`config.mk`:
```
export PLATFORM = sky130hd
export DESIGN_NAME = lfsr_carry_extender
export DESIGN_NICKNAME = d
export VERILOG_FILES = /design/src/rtl/lfsr_carry_pkg.sv /design/src/rtl/carry_edge_det.sv /design/src/rtl/lfsr_carry_extender.sv
export SDC_FILE = /design/constraint.sdc
export NUM_CORES = 1
export LEC_CHECK = 0
export BUFFER_PORTS_ARGS = -buffer_cell sky130_fd_sc_hd__buf_4
export CAP_MARGIN = 20
export CORE_MARGIN = 1.5
export CORE_UTILIZATION = 53
export DETAILED_ROUTE_END_ITERATION = 16
export HOLD_SLACK_MARGIN = 0.03
export PLACE_DENSITY_LB_ADDON = 0.2
export SLEW_MARGIN = 5
export SYNTH_ARGS = -nofsm -noshare
export SYNTH_HDL_FRONTEND = slang
export SYNTH_SLANG_ARGS = --single-unit
```
`constraint.sdc`:
```
create_clock -name Clk -period 2.3 [get_ports Clk]
set_input_delay 0.345 -clock Clk [delete_from_list [all_inputs] [get_ports Clk]]
set_output_delay 0.345 -clock Clk [all_outputs]
set_load 0.05 [all_outputs]
```
`src/rtl/lfsr_carry_pkg.sv`:
```
// Shared types and constants for the LFSR carry extender: snapshot FSM states
// and reset values.
package lfsr_carry_pkg;

  typedef enum logic {
    IDLE = 1'b0,
    HOLD = 1'b1
  } snap_state_e;

  localparam int   WIDTH_DEF      = 16;
  localparam logic TC_RST_BIT     = 1'b1;
  localparam logic PREV_CARRY_RST = 1'b1;

endpackage

```
`src/rtl/carry_edge_det.sv`:
```
// Rising-edge detector on the upstream LFSR carry; one pulse per low-to-high
// transition of carry_i.
module carry_edge_det
  import lfsr_carry_pkg::*;
(
  input  logic clk_i,
  input  logic rst_i,
  input  logic carry_i,
  output logic rise_o
);

  logic prev_q;

  // Reset to high so a carry already asserted at reset release is not an edge.
  always_ff @(posedge clk_i) begin
    if (rst_i) begin
      prev_q <= PREV_CARRY_RST;
    end else begin
      prev_q <= carry_i;
    end
  end

  assign rise_o = carry_i & ~prev_q;

endmodule

```
`src/rtl/lfsr_carry_extender.sv`:
```
// High-order counter extending an upstream 3-bit LFSR stage: counts carry
// edges, flags terminal count and overflow, and offers a handshaked snapshot.
module lfsr_carry_extender
  import lfsr_carry_pkg::*;
#(
  parameter int WIDTH      = WIDTH_DEF,
  parameter int WRAP_AT_TC = 0
) (
  input  logic             Clk,
  input  logic             Rst,
  input  logic             Carry_In,
  input  logic             Run,
  input  logic             Clr,
  input  logic             TC_Load,
  input  logic [WIDTH-1:0] TC_Value,
  input  logic             Snap,
  input  logic             Snap_Ack,
  output logic [WIDTH-1:0] Count,
  output logic [WIDTH-1:0] Snap_Data,
  output logic             Snap_Valid,
  output logic             Match,
  output logic             Ovf
);

  logic [WIDTH-1:0] count_q, count_d, count_inc, tc_q, snap_data_q;
  logic             ovf_q, ovf_d, match_q, match_d;
  logic             rise, inc, snap_valid_q;
  snap_state_e      state_q;

  function automatic logic [WIDTH-1:0] incr(input logic [WIDTH-1:0] v);
    return v + 1'b1;
  endfunction

  carry_edge_det u_edge (
    .clk_i  (Clk),
    .rst_i  (Rst),
    .carry_i(Carry_In),
    .rise_o (rise)
  );

  assign inc       = rise & Run;
  assign count_inc = incr(count_q);

  // Compare against the TC register as it stood before any coincident load.
  always_comb begin
    count_d = count_q;
    ovf_d   = ovf_q;
    match_d = 1'b0;
    if (Clr) begin
      count_d = '0;
      ovf_d   = 1'b0;
    end else if (inc) begin
      if ((WRAP_AT_TC != 0) && (count_q == tc_q)) begin
        count_d = '0;
        match_d = 1'b1;
      end else begin
        count_d = count_inc;
        if (count_q == {WIDTH{1'b1}}) ovf_d = 1'b1;
        if ((WRAP_AT_TC == 0) && (count_inc == tc_q)) match_d = 1'b1;
      end
    end
  end

  always_ff @(posedge Clk) begin
    if (Rst) begin
      count_q <= '0;
      ovf_q   <= 1'b0;
      match_q <= 1'b0;
      tc_q    <= {WIDTH{TC_RST_BIT}};
    end else begin
      count_q <= count_d;
      ovf_q   <= ovf_d;
      match_q <= match_d;
      if (TC_Load) tc_q <= TC_Value;
    end
  end

  // Snapshot captures the pre-increment count; re-snap only with an ack.
  always_ff @(posedge Clk) begin
    if (Rst) begin
      state_q      <= IDLE;
      snap_data_q  <= '0;
      snap_valid_q <= 1'b0;
    end else if (state_q == IDLE) begin
      if (Snap) begin
        state_q      <= HOLD;
        snap_data_q  <= count_q;
        snap_valid_q <= 1'b1;
      end
    end else begin
      if (Snap && Snap_Ack) begin
        snap_data_q <= count_q;
      end else if (Snap_Ack) begin
        state_q      <= IDLE;
        snap_valid_q <= 1'b0;
      end
    end
  end

  assign Count      = count_q;
  assign Ovf        = ovf_q;
  assign Match      = match_q;
  assign Snap_Data  = snap_data_q;
  assign Snap_Valid = snap_valid_q;

endmodule

```
==> results.sh <==
export IMPL_route_detailed_drc=0
export IMPL_critPathMostFrequentCell="and4_1"
export IMPL_synth_main_ff_cell="dfxtp_1"
export IMPL_fin_nets=379
export IMPL_synth_area_leader_cell="dfxtp_1"
export IMPL_vias=2215
export IMPL_cts_buffers=5
export IMPL_finClkSkew_ps=5.24
export IMPL_synth_edf_count=0
export IMPL_hp_class="input pin to register"
export IMPL_die_y_um=71.9
export IMPL_rr_worst_depth=6
export IMPL_status="finished clean"
export IMPL_final_common_cell="buf_4"
export IMPL_power_density_nw_per_um2=548
export IMPL_cts_tree="yes"
export IMPL_grt_usage=0.239
export IMPL_grt_max_degree=36
export IMPL_hold_depth=2
export IMPL_cts_reportedPaths_clkPinSlew_ps=90
export IMPL_hold_path_end="Snap_Valid$_SDFFE_PP0P_"
export IMPL_cp_slowest_stage_delay_ps=430
export IMPL_area_delta_synth_final_pct=23.8
export IMPL_clkLatencyLatePin_ps=300
export IMPL_synth_avg_cell_area_um2=8.44
export IMPL_crit_buf_inv=0
export IMPL_cap_violations=0
export IMPL_startpoint_type="register"
export IMPL_core_um2=4440
export IMPL_finalSetupViolations=0
export IMPL_cp_max_fo=6
export IMPL_crit_chain="and4_1, and4_1, nand2_1, xnor2_1, or4_1, nor4_2"
export IMPL_slowest_stage="dfxtp_1"
export IMPL_yosys_top_cells_area="dfxtp_1, nand2_1, xor2_1, a211o_1, a21oi_1"
export IMPL_yosysWarningCount=0
export IMPL_netlist_area_um2=2510
export IMPL_required_ps=2520
export IMPL_seq_area_um2=1070
export IMPL_power_leakage_nw=1.20
export IMPL_fmax_mhz=477
export IMPL_drt_initial_drc_count=104
export IMPL_hold_buffers=0
export IMPL_drive_above_1_share=0.249
export IMPL_io_pins=59
export IMPL_layout_common_cells="buf_4, nand2_1, dfxtp_1, a21oi_1"
export IMPL_arrival_ps=2310
export IMPL_io_buffers=58
export IMPL_crit_path_end_kind="register"
export IMPL_slew_violations=0
export IMPL_cp_top_family="simple AND/OR/NAND/NOR gates"
export IMPL_firstDrtPassIters=6
export IMPL_syn_nets=323
export IMPL_gr_total_overflow=0
export IMPL_ant_nets=0
export IMPL_setup_tns_ps=0
export IMPL_r2r_start="Count[11]$_SDFFE_PP0P_"
export IMPL_synth_seq_cells=53
export IMPL_ir_worst_vdd_uv=376
export IMPL_antenna_found_initial=0
export IMPL_cts_buffer_depth=2
export IMPL_fin_crit_ps=2100
export IMPL_ys_types=40
export IMPL_n_antenna_cell=0
export IMPL_clockRootBuffer="clkbuf_8"
export IMPL_layout_cells_non_filler=406
export IMPL_worstSetupPathType="register to register"
export IMPL_grt_pass1_wl_mm=9.74
export IMPL_start_util=0.566
export IMPL_chipWidth_um=71.9
export IMPL_hpwl_mm=4.26
export IMPL_dp_cells=399
export IMPL_nFillCells=369
export IMPL_htreeDepth=2
export IMPL_gp_congestion=0.963
export IMPL_final_hold_viol_count=0
export IMPL_relSlewSlack=0.606
export IMPL_synthesis_instances=298
export IMPL_worstReg2RegEnd="Match$_SDFF_PP0_"
export IMPL_wl_per_cell_um=14.0
export IMPL_multi_input_area_um2=1340
export IMPL_fp_row_count=24
export IMPL_netlist_area_leader_share=0.422
export IMPL_cts_sinks=53
export IMPL_ys_seq_area_frac=0.422
export IMPL_tightest_slew_ps=591
export IMPL_finalCritPeriodShare=0.911
export IMPL_async_flop_share=0
export IMPL_dieArea_um2=5160
export IMPL_min_delay_start="Snap_Ack"
export IMPL_via_per_inst=5.46
export IMPL_rsz0062_at_grt="no"
export IMPL_grt_pass1_vias=2039
export IMPL_post_dp_cell_area_um2=3010
export IMPL_fin_area_um2=3110
export IMPL_rrSetupSlack_ps=200
export IMPL_wl_mm=5.70
Yosys cell counts (5+ instances only):
master	n
dfxtp_1	53
nand2_1	50
a21oi_1	27
nor2_1	20
xor2_1	20
a211o_1	16
nor2b_1	16
clkbuf_1	12
xnor2_1	10
o21ai_0	9
nor3_1	7
buf_2	6
nand3_1	5
or3_1	5
logic make-up after synthesis:
family | count (synthesis) | synth area share
compound gates | 63 | 0.163
fa+ha+maj | 1 | 0.00498
xor+xnor | 30 | 0.105
simple gates | 127 | 0.257
buf+inv | 24 | 0.0478
flops | 53 | 0.422
where the power goes:
part	leakage (nW)	internal [mW]	total [mW]	switching [mW]
Sequential	0.435	0.941	0.960	0.0190
Clock	0.0540	0.316	0.599	0.282
Combinational	0.709	0.0732	0.147	0.0737
through the flow:
step,hold WS (ps),power (mW),util,setup slack [ps]
final,244,1.71,0.700,204
after global placement,442,1.13,0.676,237
after global routing,225,1.79,0.700,57.6
after detailed placement,449,1.13,0.676,186
after CTS,237,1.72,0.700,157
after floorplan,448,1.08,-,6.78
layer usage:
metal | vias up | global-route usage | share of wire | wire [um]
met1 | 1002 | 0.324 | 0.47 | 2660
met4 | 0 | 0.0964 | 0.022 | 125
li1 | 1144 | - | - | -
met3 | 10 | 0.0563 | 0.048 | 274
met2 | 59 | 0.369 | 0.46 | 2640
met5 | - | 0 | 0 | 0
repair_timing:
action                     CTS  global route
setup endpoints to repair    0             1
gates resized for setup      0             1
buffers inserted             0             0
layout make-up:
cell class / instances / area share
Clock buffer: 5 / 0.0221
Clock inverter: 2 / 0.0113
Inverter: 2 / 0.00241
Multi-Input combinational cell: 221 / 0.429
Sequential cell: 53 / 0.343
Tap cell: 52 / 0.0209
Timing Repair Buffer: 71 / 0.171
worst max-delay path by stage:
stage	from	end	cells past startpoint
final	Count[11]$_SDFFE_PP0P_	Match$_SDFF_PP0_	6
after global routing	Count[0]$_SDFFE_PP0P_	Match$_SDFF_PP0_	7
after CTS	Count[0]$_SDFFE_PP0P_	Match$_SDFF_PP0_	8
after detailed placement	Count[0]$_SDFFE_PP0P_	Match$_SDFF_PP0_	7
after global placement	Count[0]$_SDFFE_PP0P_	Match$_SDFF_PP0_	7
after floorplan	Count[2]$_SDFFE_PP0P_	Match$_SDFF_PP0_	6
sequential cells by signal, summed over array words and instances, names as in the netlist:
| signal | count |
|---|---|
| Count | 16 |
| Snap_Data | 16 |
| tc_q | 16 |
| Match | 1 |
| Ovf | 1 |
| Snap_Valid | 1 |
| state_q | 1 |
| u_edge.prev_q | 1 |
No activity file was read; power rests on OpenSTA's default activity.
